[config.mk]
export PLATFORM = sky130hd
export DESIGN_NAME = fifo_rd_streamer
export DESIGN_NICKNAME = d
export VERILOG_FILES = /design/src/rtl/fifo_stream_pkg.sv /design/src/rtl/skid_buf2.sv /design/src/rtl/fifo_rd_streamer.sv
export SDC_FILE = /design/constraint.sdc
export NUM_CORES = 1
export LEC_CHECK = 0
export ABC_AREA = 1
export CAP_MARGIN = 0
export CORE_MARGIN = 2
export CORE_UTILIZATION = 45
export CTS_BUF_LIST = sky130_fd_sc_hd__clkbuf_8
export CTS_CLUSTER_SIZE = 12
export DETAILED_ROUTE_END_ITERATION = 8
export PLACE_DENSITY_LB_ADDON = 0.05
export RECOVER_POWER = 25
export SLEW_MARGIN = 20
export SYNTH_ARGS = -nofsm -noshare
export SYNTH_HDL_FRONTEND = slang
export SYNTH_HIERARCHICAL = 1
export SYNTH_SLANG_ARGS = --single-unit
[constraint.sdc]
create_clock -name r_clk_i -period 2.4 [get_ports r_clk_i]
set_clock_uncertainty 0.1 [all_clocks]
set_input_delay 0.24 -clock r_clk_i [delete_from_list [all_inputs] [get_ports r_clk_i]]
set_output_delay 0.24 -clock r_clk_i [all_outputs]
set_load 0.02 [all_outputs]
[src/rtl/fifo_stream_pkg.sv]
// Shared types and default geometry for the read-side pixel stream.
package fifo_stream_pkg;

  localparam int unsigned DEF_DATA_WD = 8;
  localparam int unsigned DEF_IMG_W   = 640;
  localparam int unsigned DEF_IMG_H   = 480;
  localparam int unsigned DEF_COL_WD  = 10;
  localparam int unsigned DEF_ROW_WD  = 9;

  typedef logic [DEF_DATA_WD-1:0] pix_t;
  typedef logic [DEF_COL_WD-1:0]  col_t;
  typedef logic [DEF_ROW_WD-1:0]  row_t;

  typedef struct packed {
    pix_t data;
    logic sof;
    logic eol;
    logic eof;
  } stream_beat_t;

endpackage

[src/rtl/skid_buf2.sv]
// Two-entry ordered buffer: simultaneous write and pop, synchronous clear.
module skid_buf2 #(
  parameter int unsigned DATA_WD = 8
) (
  input  logic               r_clk_i,
  input  logic               r_rst_ni,
  input  logic               clr_i,
  input  logic               wr_i,
  input  logic [DATA_WD-1:0] wdata_i,
  input  logic               pop_i,
  output logic [1:0]         occ_o,
  output logic [DATA_WD-1:0] head_o
);

  logic [DATA_WD-1:0] e0_q, e1_q;
  logic [1:0]         occ_q, occ_d;

  always_comb begin
    occ_d = occ_q + {1'b0, wr_i} - {1'b0, pop_i};
  end

  always_ff @(posedge r_clk_i or negedge r_rst_ni) begin
    if (!r_rst_ni) begin
      occ_q <= 2'd0;
      e0_q  <= '0;
      e1_q  <= '0;
    end else if (clr_i) begin
      occ_q <= 2'd0;
    end else begin
      occ_q <= occ_d;
      if (pop_i) begin
        // e0 is always the head; a pop shifts e1 forward when it is live
        if (occ_q == 2'd2) begin
          e0_q <= e1_q;
          if (wr_i) e1_q <= wdata_i;
        end else if (wr_i) begin
          e0_q <= wdata_i;
        end
      end else if (wr_i) begin
        if (occ_q == 2'd0) e0_q <= wdata_i;
        else               e1_q <= wdata_i;
      end
    end
  end

  assign occ_o  = occ_q;
  assign head_o = e0_q;

  occ_max_a: assert property (@(posedge r_clk_i) disable iff (!r_rst_ni) occ_q <= 2'd2);
  no_ovf_a:  assert property (@(posedge r_clk_i) disable iff (!r_rst_ni)
                              !(wr_i && !pop_i && !clr_i && occ_q == 2'd2));

endmodule

[src/rtl/fifo_rd_streamer.sv]
// Drains the async pixel FIFO read port into a tagged valid/ready pixel stream.
// Define STALL_CNT_EN to add the stall_cnt_o starvation counter.
module fifo_rd_streamer
  import fifo_stream_pkg::*;
#(
  parameter int unsigned DATA_WD = DEF_DATA_WD,
  parameter int unsigned IMG_W   = DEF_IMG_W,
  parameter int unsigned IMG_H   = DEF_IMG_H,
  parameter int unsigned COL_WD  = DEF_COL_WD,
  parameter int unsigned ROW_WD  = DEF_ROW_WD
) (
  input  logic               r_clk_i,
  input  logic               r_rst_ni,
  input  logic               sclr_i,
  input  logic               fifo_empty_i,
  input  logic [DATA_WD-1:0] fifo_rdata_i,
  output logic               fifo_r_en_o,
  output logic               m_valid_o,
  input  logic               m_ready_i,
  output logic [DATA_WD-1:0] m_data_o,
  output logic               m_sof_o,
  output logic               m_eol_o,
  output logic               m_eof_o,
  output logic [COL_WD-1:0]  col_o,
  output logic [ROW_WD-1:0]  row_o
`ifdef STALL_CNT_EN
  ,
  output logic [15:0]        stall_cnt_o
`endif
);

  localparam logic [COL_WD-1:0] ColLast = COL_WD'(IMG_W - 1);
  localparam logic [ROW_WD-1:0] RowLast = ROW_WD'(IMG_H - 1);

  logic              pop, wr, inflight_q, r_en_core;
  logic [1:0]        occ;
  logic [2:0]        pend;
  logic [COL_WD-1:0] col_q;
  logic [ROW_WD-1:0] row_q;

  assign pop  = m_valid_o & m_ready_i;
  // Buffered plus in-flight words after this cycle's pop must fit in two entries
  assign pend = {1'b0, occ} + {2'b0, inflight_q} - {2'b0, pop};
  assign r_en_core   = ~sclr_i & ~fifo_empty_i & (pend < 3'd2);
  assign fifo_r_en_o = r_en_core & r_rst_ni;
  // A word landing during sclr belongs to the abandoned frame
  assign wr = inflight_q & ~sclr_i;

  always_ff @(posedge r_clk_i or negedge r_rst_ni) begin
    if (!r_rst_ni) inflight_q <= 1'b0;
    else           inflight_q <= r_en_core;
  end

  skid_buf2 #(
    .DATA_WD(DATA_WD)
  ) u_buf (
    .r_clk_i (r_clk_i),
    .r_rst_ni(r_rst_ni),
    .clr_i   (sclr_i),
    .wr_i    (wr),
    .wdata_i (fifo_rdata_i),
    .pop_i   (pop & ~sclr_i),
    .occ_o   (occ),
    .head_o  (m_data_o)
  );

  always_ff @(posedge r_clk_i or negedge r_rst_ni) begin
    if (!r_rst_ni) begin
      col_q <= '0;
      row_q <= '0;
    end else if (sclr_i) begin
      col_q <= '0;
      row_q <= '0;
    end else if (pop) begin
      if (col_q == ColLast) begin
        col_q <= '0;
        row_q <= (row_q == RowLast) ? '0 : row_q + 1'b1;
      end else begin
        col_q <= col_q + 1'b1;
      end
    end
  end

  assign m_valid_o = (occ != 2'd0);
  assign m_sof_o   = m_valid_o & (col_q == '0) & (row_q == '0);
  assign m_eol_o   = m_valid_o & (col_q == ColLast);
  assign m_eof_o   = m_eol_o & (row_q == RowLast);
  assign col_o     = col_q;
  assign row_o     = row_q;

`ifdef STALL_CNT_EN
  logic [15:0] stall_q;

  always_ff @(posedge r_clk_i or negedge r_rst_ni) begin
    if (!r_rst_ni) begin
      stall_q <= '0;
    end else if (sclr_i) begin
      stall_q <= '0;
    end else if (m_ready_i && !m_valid_o && (col_q != '0 || row_q != '0) &&
                 stall_q != 16'hFFFF) begin
      stall_q <= stall_q + 16'd1;
    end
  end

  assign stall_cnt_o = stall_q;
`endif

endmodule
==> metrics.txt, run 1 <==
hpwl dp between 4 and 5 mm; routed via count about 2,200; total setup buffers inserted after CTS 0; outcome finished clean; worst-path maximum fanout 2; Clk pwr share between 20% and 30%; Die ar. a little under 0.006 sq mm; worst r2r path cells 10; Final min period ~2.4 ns; Hold WC Path Type register to register; Worst-Skew Late Latency just under 0.3 ns; GPL Wtd Cong 0.820; DIE HEIGHT 77.2 um; Final setup viols 0; switching power 738 uW; R2R setup slack between 0.4 and 0.5 ns; largest net degree at the start of global routing 39; Fin Setup TNS 0 ns; CTS Root Buffer Type clkbuf_8; vias in the first global route approximately 2,000; hold depth 2; CTS Buffer Depth 2; Post-Syn Nets 340; multi-input logic area 0.00131 sq mm; CTS sink count 38; Yosys reg bits 38; hold_sp u_buf/e1_q[1]; commonest non-fill, non-tap cells in the layout nand2_1, clkdlybuf4s50_1, dfrtp_1, nand3_1, nor2_1; Arr. time, crit path between 2 and 2.5 ns; total grt overflow 0; Worst EP required a little over 2 ns; RSZ-0062 raised after global routing true; sequential power share 40.8%; PortBufs 44; Avg Cell Area, Syn roughly 7.5 sq um; Syn Inst Count 320; pre-CTS WS -0.474 ns; layout cells sized above 1 14.3%; Area growth syn-to-layout 29.6%; startpoint type of the worst setup path input pin; Rel. slew slack a little over a third; Leak Pwr about 0.0016 uW; Area after DPL between 0.003 and 0.004 sq mm; Die Width 77.2 um; I/O Pins 45; Seq/Total Area, Yosys between 30% and 40%; switching part of the total 35.8%; first-pass GRT wire length 9.84 mm; fin crit share approximately 99%; Layout fillers 484; Crit Path Category input pin to output pin; Layout Cell Area excl Fill 0.00312 sq mm; initial detailed-routing violation count about 140; Via density between 4 and 5; r2r startpoint u_buf/occ_o[1]; achievable frequency between 400 and 500 MHz; TritonCTS clock tree built; worst r2r dst u_buf/e1_q[4]; antenna cells 0; Total GRT Usage 20.5%; Comb power frac between 30 and 40%; WL/cell ~12 um; cts bufs inserted 5; Post-DRT Antenna Nets 0; Starting Density roughly 47%; final max-slew violation count 0; CP endpoint kind output pin; DRT Pass-1 Iters 4; Worst Hold Path EP u_buf/e1_q[1]; Nets 404; Synth cell types 30; Internal approximately 1300 uW; num rows 26; worst-margin pin slew approximately 0.95 ns; total power 2060 uW; DR DRC count 0; CTS H-tree lvls 2; register area roughly 950 sq um; Hold Slack approximately 0.38 ns; YS warnings 6; Pwr Density 659 mW/mm^2; Hold Fails Final Rpt 0; routed wire length 5.64 mm; core area just over 0.005 sq mm; VDD IR max between 0.0003 and 0.0004 V; initial antenna violation count 0; Mapped Area around 0.0024 sq mm; Final WS setup roughly 0.033 ns; clock slew at reported path FFs ~0.070 ns; commonest non-fill, non-tap cell in the layout nand2_1; max-cap violations 0
## cell usage after synthesis
| library cell | n | share of area [%] |
|---|---|---|
| nor3b_1 | 2 | 0.62 |
| clkbuf_2 | 1 | 0.21 |
| nand3_1 | 31 | 6.4 |
| nand2_2 | 1 | 0.26 |
| o21ai_0 | 6 | 1.2 |
| nand4_1 | 13 | 3.4 |
| buf_6 | 2 | 0.93 |
| a21oi_1 | 2 | 0.42 |
| inv_1 | 29 | 4.5 |
| buf_4 | 1 | 0.31 |
| inv_2 | 1 | 0.16 |
| or2_2 | 1 | 0.26 |
| nor2_2 | 1 | 0.26 |
| nand3_4 | 2 | 1.5 |
| inv_4 | 1 | 0.26 |
| nor3_1 | 3 | 0.62 |
| xor2_1 | 5 | 1.8 |
| nand2_4 | 6 | 2.8 |
| nor2_1 | 29 | 4.5 |
| nand3b_1 | 1 | 0.31 |
| nor2_4 | 7 | 3.3 |
| nand3_2 | 1 | 0.42 |
| dfrtp_1 | 38 | 39 |
| ha_1 | 6 | 3.1 |
| nand2_1 | 124 | 19 |
| nor2_8 | 2 | 1.7 |
| nor4_1 | 1 | 0.26 |
| buf_2 | 1 | 0.21 |
| o21ai_4 | 1 | 0.68 |
| fa_1 | 1 | 0.83 |
## power groups by stage
stage | sequential [uW] | combinational, uW | clock [uW]
final | 841 | 759 | 459
after CTS | 841 | 758 | 475
after global placement | 849 | 749 | 0
after global routing | 862 | 845 | 512
after floorplan | 942 | 353 | 0
after detailed placement | 853 | 760 | 0
## kinds of logic after synthesis
group           after synthesis  synth area share (%)
flops                        38                  39.5
compound gates                9                  2.34
fa+ha+maj                     7                  3.95
buf+inv                      36                  6.59
xor+xnor                      5                  1.82
simple gates                225                  45.8
## per-layer routing
metal / vias up / share of wire [%] / track usage, %
met3: 5 / 5.4 / 2.47
met1: 1014 / 48 / 30.8
met2: 60 / 45 / 30.7
met4: 0 / 1.1 / 6.43
li1: 1140 / - / -
met5: - / 0 / 0
## state kept, by name (all words and copies together), names as in the netlist
| name | flops |
|---|---|
| row_o | 9 |
| col_o | 10 |
| inflight_q | 1 |
| u_buf/occ_o | 2 |
| u_buf/head_o | 8 |
| u_buf/e1_q | 8 |
## timing repair
item / 4_1_cts / 5_1_grt
setup endpoints to repair: 4 / 2
gates resized for setup: 9 / 8
hold buffers: 1 / 0
endpoints found under the hold margin: 19 / 0
pin swaps: 1 / 3
## how the worst max path moves through the flow
| stage | startpoint | end | slack [ns] | cells after the start |
|---|---|---|---|---|
| floorplan | u_buf/occ_o[1] | fifo_r_en_o | 0.03 | 8 |
| global placement | m_ready_i | fifo_r_en_o | -0.47 | 10 |
| detailed placement | m_ready_i | fifo_r_en_o | -0.47 | 10 |
| CTS | m_ready_i | fifo_r_en_o | -0.002 | 10 |
| global route | m_ready_i | fifo_r_en_o | -0.05 | 10 |
| finish | m_ready_i | fifo_r_en_o | 0.03 | 10 |
## critical path, cell delays in order
cell and delay (ns):
clkdlybuf4s50_1 0.49, inv_2 0.07, nor2_8 0.10, nand2_2 0.06
o21ai_2 0.05, nand2_1 0.07, fa_1 0.49, nand3b_1 0.11
nor3b_2 0.17, buf_4 0.16
## per-stage QoR
step | instances | util [%]
finish | 455 | 60.8
global placement | 446 | 58.8
floorplan | 320 | -
CTS | 455 | 60.6
global route | 455 | 60.8
detailed placement | 446 | 58.8
## area by class of cell
type                       instances  share of cell area, %
multi-input combinational        246                   42.0
sequential                        38                   30.4
timing repair buffer              62                   17.9
inverter                          31                   3.81
tap                               70                   2.80
clock buffer                       6                   2.64
clock inverter                     2                  0.401
Note: power is estimated with default switching activity, not from simulation.
==> run 2, diff against run 1 <==
Settings changed: GPL_TIMING_DRIVEN from default to 0, TNS_END_PERCENT from default to 20.
==> run 2 against run 1 <==
Effect of this change: the flow now finishes with violations (negative setup slack); register-to-register slack improved by 0.18 ns; combinational power fell by 2%; fmax fell by 3.2%; utilization fell by 0.92 points; total power rose by 0.32%; sequential power rose by 1%; first-iteration DRC count fell by 8.4%; sequential share of layout area rose by 0.59 points; flip-flop and latch count did not move; clock-buffer cell count did not move; global-route usage fell by 1.4 points; final cell count fell by 1.5%; critical path type is now register to output pin; largest power group unchanged.
==> metrics.txt, run 2 (synthesized netlist as in run 1, its figures left out) <==
initial antenna violation count 0 (unchanged); Via density 4.92 (+0.92%); Leak Pwr 0.00154 uW (-2.1%); WL/cell 12.5 um (+0.63%); total power 2070 uW (+0.32%); vias in the first global route 1,898 (-7.2%); antenna cells 0 (unchanged); clock slew at reported path FFs 0.08 ns (about the same); pre-CTS WS -0.639 ns (-0.165 ns); Nets 397 (-1.7%); achievable frequency 409 MHz (-3.2%); TritonCTS clock tree built; CTS sink count 38 (unchanged); layout cells sized above 1 13.2% (-1.1 points); worst-margin pin slew 1.09 ns (+0.132 ns); fin crit share 102% (+3.2 points); Pwr Density 672 mW/mm^2 (+1.9%); Worst EP required 2.06 ns (about the same); Final WS setup -0.0442 ns (-0.0771 ns); CTS Buffer Depth 2 (unchanged); hpwl dp 4.15 mm (-1.6%); cts bufs inserted 5 (unchanged); CP max stage cell fa_1; GPL Wtd Cong 0.798 (-2.8%); DIE HEIGHT 77.2 um (unchanged); num rows 26 (unchanged); initial detailed-routing violation count 131 (-8.4%); worst-path maximum fanout 5 (+3); CTS H-tree lvls 2 (unchanged); Final min period 2.44 ns (+0.0771 ns); failing checks negative setup slack; total grt overflow 0 (unchanged); cells along the critical path nor2_4, nor2_8, nand2_2, o21ai_1, nand2_1, fa_1, nand3b_1, nor3b_2, buf_4; WP buf/inv 1 (-2); commonest non-fill, non-tap cell in the layout nand2_1; Total GRT Usage 19.1% (-1.4 points); routed wire length 5.59 mm (-0.92%); Hold Fails Final Rpt 0 (unchanged); outcome complete, but fails checks; Area growth syn-to-layout 27.6%; Post-DRT Antenna Nets 0 (unchanged); VDD IR max 0.000367 V (+11%); max-cap violations 0 (unchanged); Final setup viols 1 (+1); I/O Pins 45 (unchanged); core area 0.00514 sq mm (unchanged); CP endpoint kind output pin; largest net degree at the start of global routing 22 (-44%); CTS Root Buffer Type clkbuf_8; Fin Setup TNS -0.0442 ns (-0.0442 ns); Worst-Skew Late Latency 0.30 ns (about the same); commonest non-fill, non-tap cells in the layout nand2_1, clkdlybuf4s50_1, dfrtp_1, nand3_1, nor2_1; PortBufs 44 (unchanged); Crit Path Category register to output pin; Die ar. 0.00596 sq mm (unchanged); routed via count 2,205 (-0.63%); DRT Pass-1 Iters 4 (unchanged); critical path's largest stage delay 0.49 ns (about the same); final max-slew violation count 0 (unchanged); Top delay family on crit path simple AND/OR/NAND/NOR gates; Die Width 77.2 um (unchanged); DR DRC count 0 (unchanged); Arr. time, crit path 2.10 ns (+0.07 ns); number of flip-flops in the largest register 10 (unchanged); Rel. slew slack 27.5% (-8.8 points); Starting Density 46.9% (unchanged); Hold WC Path Type input pin to async pin; first-pass GRT wire length 9.03 mm (-8.3%); Util after Layout 59.8% (-0.92 points); RSZ-0062 raised after global routing true; startpoint type of the worst setup path register
[run 2: cell types whose count changed in the layout (fill, tap and decap cells not counted)]
cell / delta
clkdlybuf4s50_1: -1
o21ai_1: +1
dfrtp_1: -3
dlymetal6s2s_1: +1
dfrtp_2: +3
buf_6: +2
buf_2: +2
o21ai_2: -1
buf_4: -11
[run 2: metrics by stage]
| step | hold WS, ns | instance area [sq um] | std cells |
|---|---|---|---|
| after detailed placement | 0.129 | 2960 | 435 |
| after global placement | 0.353 | 2940 | 434 |
| final | 0.295 | 3080 | 448 |
| after floorplan | -0.156 | 2410 | 320 |
| after global routing | 0.316 | 3080 | 448 |
| after CTS | 0.336 | 3070 | 445 |
[run 2: cell type report]
type | count | area, sq um
clock inverter | 2 | 12.5
inverter | 31 | 119
sequential | 38 | 955
multi-input combinational | 246 | 1310
timing repair buffer | 50 | 472
tap | 70 | 87.6
clock buffer | 6 | 82.6
fill | 499 | 2060
buffer | 5 | 40.0
[run 2: path summary, 6_finish.rpt]
kind	startpoint	end	slack, ns	cells after the start
worst max-delay path	u_buf/occ_o[1]	fifo_r_en_o	-0.04	9
worst min-delay path	r_rst_ni	row_o[8]	0.30	2
worst max register to register	u_buf/occ_o[1]	u_buf/e1_q[0]	0.59	9
worst min register to register	u_buf/e1_q[3]	u_buf/e1_q[3]	0.38	2
max in group asynchronous	r_rst_ni	u_buf/e1_q[4]	0.58	3
min in group r_clk_i	m_ready_i	col_o[6]	0.30	5
[run 2: metal layers]
layer / track usage, % / share of wire, % / vias to the layer above
met3: 3.76 / 3.9 / 7
li1: - / - / 1128
met4: 6.96 / 1.4 / 0
met1: 27.3 / 49 / 1027
met2: 28.6 / 46 / 43
met5: 0 / 0 / -
[run 2: repair_timing]
item                                    CTS  global route
setup buffers                             1             3
hold buffers                              1             0
endpoints found under the setup margin    4             2
hold endpoints to repair                 17             0
gates resized for setup                  10            10
pin swaps                                 0             4
[run 2: power breakdown]
part	switching [uW]	internal, uW
combinational	426	318
clock	239	231
sequential	79.7	771
==> edit 1 (config.mk and constraints of run 2) <==
Build with the macro `STALL_CNT_EN` defined.
--- a/src/rtl/fifo_rd_streamer.sv
+++ b/src/rtl/fifo_rd_streamer.sv
@@ -1,5 +1,7 @@
 // Drains the async pixel FIFO read port into a tagged valid/ready pixel stream.
 // Define STALL_CNT_EN to add the stall_cnt_o starvation counter.
+`define STALL_CNT_EN
+
 module fifo_rd_streamer
   import fifo_stream_pkg::*;
 #(
Function (old outputs only; new: stall_cnt_o): kept (Yosys induction, for registers that start in step).
==> edit 1 against run 2 <==
  * The run still ends with setup timing left
  * Cell area up 41%
  * Synthesized area up 42%
  * Routed wire length up 52%
  * Sequential cell count up 16
  * Total power up 21%
  * Combinational power up 11%
  * First-iteration DRC count up 56%
  * Fmax down 1.7%
  * Worst setup slack worse by 0.042 ns
  * Critical path type is now in -> out
==> edit 1: results (changes against run 2) <==
r2r setup slk=0.28 ns (-0.31 ns); final setup margin=-0.0859 ns (-0.0418 ns); GRT Resource Usage Total=0.213 (+0.0223); pin count of the biggest net entering global routing=56 (+150%); Worst R2R Path Depth=10 (+1); outcome=finished, violations left; Leakage=2.04 nW (+32%); PortBufs=60 (+36%); r2r startpoint=u_buf/occ_o[0]; mean routed wirelength per cell=13.0 µm (+4.2%); HPWL after DPL=6040 µm (+46%); Hold Crit Class=reg -> reg; met3 Use GR=0.0307 (-0.00694); nets=573 (+44%); Worst-Skew Late Latency=0.32 ns (+0.02 ns); DRT iter0 DRCs=205 (+56%); Finished Layout Cells=652 (+46%); Final setup viols=1 (unchanged); Net Switching=0.000880 W (+18%); placed cell count=634 (+46%); GP Congestion=0.884 (+11%); Syn Area/Cell=7.23 µm² (-4.0%); Seq/Total Area, Yosys=0.394 (-0.00101); r2r endpoint=u_buf/head_o[7]; hold depth=2; DR pass1 iterations=5 (+1); synth unique cells=35 (+17%); delay of the slowest critical-path stage=0.53 ns (+0.04 ns); via count=3,361 (+52%); leading post-synthesis cells by instance count=159 x nand2_1, 59 x nor2_1, 57 x nand3_1; async set-reset flop share out of synthesis=1.00 (unchanged); vias in the first global route=3,128 (+65%); crit path max fanout=2 (-3); max reg flops=16 (+6); met1 Use GR=0.291 (+0.0183); share of cells above drive strength 1=0.114 (-0.0184); Max VDD drop=0.428 mV (+16%); final-layout fill cell count=676 (+35%); crit path DAT=2.15 ns (+0.05 ns); syn nets=496 (+46%); failing checks=setup timing; routing usage on met2=0.354 (+0.0682); Area contributors post-synth=dfrtp_1 39%, nand2_1 17%, nand3_1 8.3%, nor2_1 6.5%, inv_1 4.0%; Critical Path Slowest Stage Cell=clkdlybuf4s50_1
[edit 1: worst max path at each step]
stage	start	endpoint	cells past startpoint
final	m_ready_i	fifo_r_en_o	10
after global routing	m_ready_i	fifo_r_en_o	10
after CTS	m_ready_i	fifo_r_en_o	10
after detailed placement	m_ready_i	fifo_r_en_o	10
after global placement	r_rst_ni	fifo_r_en_o	3
after floorplan	u_buf/occ_o[1]	fifo_r_en_o	8
[edit 1: kinds of logic (layout without fill, tap and decap cells)]
family          after synthesis  count (layout)  synth area share
fa+ha+maj                     8               8            0.0313
flops                        54              54             0.394
simple gates                327             327             0.441
xor+xnor                     10              10            0.0255
buf+inv                      52             130            0.0674
compound gates               24              24            0.0415
[edit 1: area by class of cell]
class                           count  area, µm²  share of cell area
Timing Repair Buffer               70        662               0.153
Buffer                             10       73.8              0.0170
Sequential cell                    54       1350               0.312
Clock buffer                        6       82.6              0.0191
Clock inverter                      2       12.5             0.00289
Tap cell                           99        124              0.0286
Multi-Input combinational cell    369       1870               0.431
Inverter                           42        158              0.0364
[edit 1: critical path: cells and delay by family]
kind | cells | cell delay [ns]
buf+inv | 3 | 0.77
fa+ha+maj | 1 | 0.48
simple gates | 5 | 0.59
compound gates | 1 | 0.05
[edit 1: power by group through the flow]
stage / registers (W) / logic, W / clock network [W]
after detailed placement: 0.00115 / 0.000784 / 0
after CTS: 0.00113 / 0.000795 / 0.000570
after global routing: 0.00115 / 0.000915 / 0.000605
after global placement: 0.00115 / 0.000775 / 0
final: 0.00113 / 0.000827 / 0.000548
after floorplan: 0.00123 / 0.000384 / 0
[edit 1: per-stage QoR]
stage                     setup WS, ns   util  cell area (µm²)  setup TNS (ns)  hold slack [ns]
after floorplan                 0.0591      -             3430               0           -0.156
after global placement           -1.61  0.567             4160          -46.76            0.354
after detailed placement        -0.740  0.567             4160           -2.95            0.247
after CTS                       -0.187  0.582             4270          -0.187            0.383
after global routing            -0.197  0.591             4330          -0.199            0.401
final                          -0.0859  0.591             4330         -0.0859            0.380
[edit 1: routing by layer]
metal	part of all wire	wire length [µm]
met1	0.47	4000
met2	0.47	3990
met3	0.043	366
met4	0.015	125
met5	0	0
[edit 1: what timing repair did]
item / in CTS / in global routing
pin swaps: 1 / 5
hold buffers: 1 / 0
endpoints found under the setup margin: 4 / 12
hold endpoints to repair: 54 / 0
setup buffers: 1 / 8
gates resized for setup: 11 / 12
==> edit 2 (flow settings as in run 2) <==
Without the edit above. The package constant `DEF_ROW_WD` goes from 9 to 18.
--- a/src/rtl/fifo_stream_pkg.sv
+++ b/src/rtl/fifo_stream_pkg.sv
@@ -5,7 +5,7 @@
   localparam int unsigned DEF_IMG_W   = 640;
   localparam int unsigned DEF_IMG_H   = 480;
   localparam int unsigned DEF_COL_WD  = 10;
-  localparam int unsigned DEF_ROW_WD  = 9;
+  localparam int unsigned DEF_ROW_WD  = 18;
 
   typedef logic [DEF_DATA_WD-1:0] pix_t;
   typedef logic [DEF_COL_WD-1:0]  col_t;
Ports: changed (resized row_o); port bits go from 45 to 54. No check against the original RTL was run, so the function may have changed too.
==> edit 2 against run 2 <==
  * Cell area rose by 29%
  * Die area rose by 28%
  * Critical endpoint unchanged
  * Worst setup slack improved by 0.065 ns
  * Critical path type unchanged
  * Combinational power rose by 15%
  * Via count rose by 35%
  * Synthesized area rose by 30%
  * Largest power group unchanged
  * Total power rose by 19%
  * Count of clock-buffer cells in the layout fell by 1
  * Non-clock buffer count rose by 16
  * Sequential cell count rose by 9
  * Sequential power rose by 20%
  * Routed wire length rose by 45%
  * Core utilization fell by 0.95 points
==> edit 2: results (changes against run 2) <==
outcome=complete, no violations; share of cells above drive strength 1=0.169 (+0.0371); clk buf depth=2 (unchanged); GRT Resource Usage Total=0.228 (+0.0370); Worst slew margin=0.606 (+0.330); Synth Area in XOR/XNOR=0.0168 (-0.00141); async set-reset flop share out of synthesis=1.00 (unchanged); DP Area=3780 µm² (+28%); pin count of the biggest net entering global routing=31 (+41%); post-synthesis adder-cell area fraction=0.0303 (-0.00913); final-layout fill cell count=673 (+35%); crit path max fanout=5 (unchanged); DR pass1 iterations=5 (+1); r2r setup slk=0.21 ns (-0.38 ns); synth unique cells=35 (+17%); first-pass GRT wire length=13,800 µm (+53%); GP Congestion=0.961 (+20%); Leakage=1.82 nW (+18%); PortBufs=53 (+20%); crit path DAT=2.04 ns (-0.06 ns); Worst setup EP type=primary output; mean routed wirelength per cell=14.2 µm (+14%); clock root cell=clkbuf_8; DRT iter0 DRCs=240 (+83%); HPWL after DPL=6000 µm (+45%); hold slack=0.322 ns (+0.0266 ns); Critical path origin=u_buf/occ_o[0]; vias in the first global route=2,853 (+50%); syn nets=440 (+29%); Area contributors post-synth=dfrtp_1 38%, nand2_1 15%, nand3_1 7.2%, inv_1 5.1%, nor2_1 4.4%; Max VDD drop=0.351 mV (-4.4%); Synth Area in Compound Gates=0.0790 (+0.0556); delay of the slowest critical-path stage=0.51 ns (+0.02 ns); nets=510 (+28%); via count=2,969 (+35%); max reg flops=18 (+8)
## edit 2: cell count changes after synthesis, moves of 7 or more
cell     delta
nor2_1      +8
nand4_1     +7
inv_1      +14
dfrtp_1     +9
nand3_1    +14
o21ai_2    +15
## edit 2: what timing repair did
item                                    CTS  global route
pin swaps                                 2             1
setup buffers                             1             7
hold endpoints to repair                 18             0
endpoints found under the setup margin    3             3
gates resized for setup                  16            10
hold buffers                              1             0
## edit 2: area by class of cell
type	count	area, µm²	area share
buffer	8	72.6	0.0182
sequential	47	1180	0.297
clock buffer	5	68.8	0.0173
inverter	48	183	0.0459
tap	80	100	0.0252
clock inverter	2	37.5	0.00943
multi-input combinational	317	1730	0.435
timing repair buffer	63	604	0.152
## edit 2: per-stage QoR
stage / cells / util / worst slack, ns / total power [W]
2_1_floorplan: 420 / - / 0.0778 / 0.00151
3_3_place_gp: 553 / 0.557 / -1.23 / 0.00182
3_5_place_dp: 554 / 0.560 / -0.584 / 0.00184
4_1_cts: 563 / 0.578 / -0.0611 / 0.00243
5_1_grt: 570 / 0.589 / -0.104 / 0.00261
6_report: 570 / 0.589 / 0.0205 / 0.00246
## edit 2: cells by family (layout without fill, tap and decap cells)
group / after synthesis / after routing
AOI/OAI and AO/OA: 34 / 34
xor gates and xnor gates: 6 / 6
adders and majority gates: 7 / 7
buffers and inverters: 56 / 126
DFF: 47 / 47
and+or+nand+nor: 270 / 270
## edit 2: path summary, 6_finish.rpt
kind	endpoint	cells past startpoint
setup reg to reg	u_buf/head_o[0]	10
setup / recovery	fifo_r_en_o	8
min in group r_clk_i	u_buf/e1_q[3]	2
hold reg to reg	u_buf/e1_q[3]	2
hold / removal	row_o[14]	2
max in group asynchronous	u_buf/occ_o[0]	3
## edit 2: layer usage
metal	wire length (µm)	GRT usage	vias up
met2	3760	0.362	74
met1	3900	0.329	1380
met4	85	0.0517	0
li1	-	-	1507
met3	336	0.0303	8
met5	0	0	-
## edit 2: power by group
group,total [W],internal (W),switching (W)
clock network,0.000578,0.000305,0.000273
logic,0.000857,0.000372,0.000484
registers,0.00102,0.000928,0.0000970
total,0.00246,0.00160,0.000854
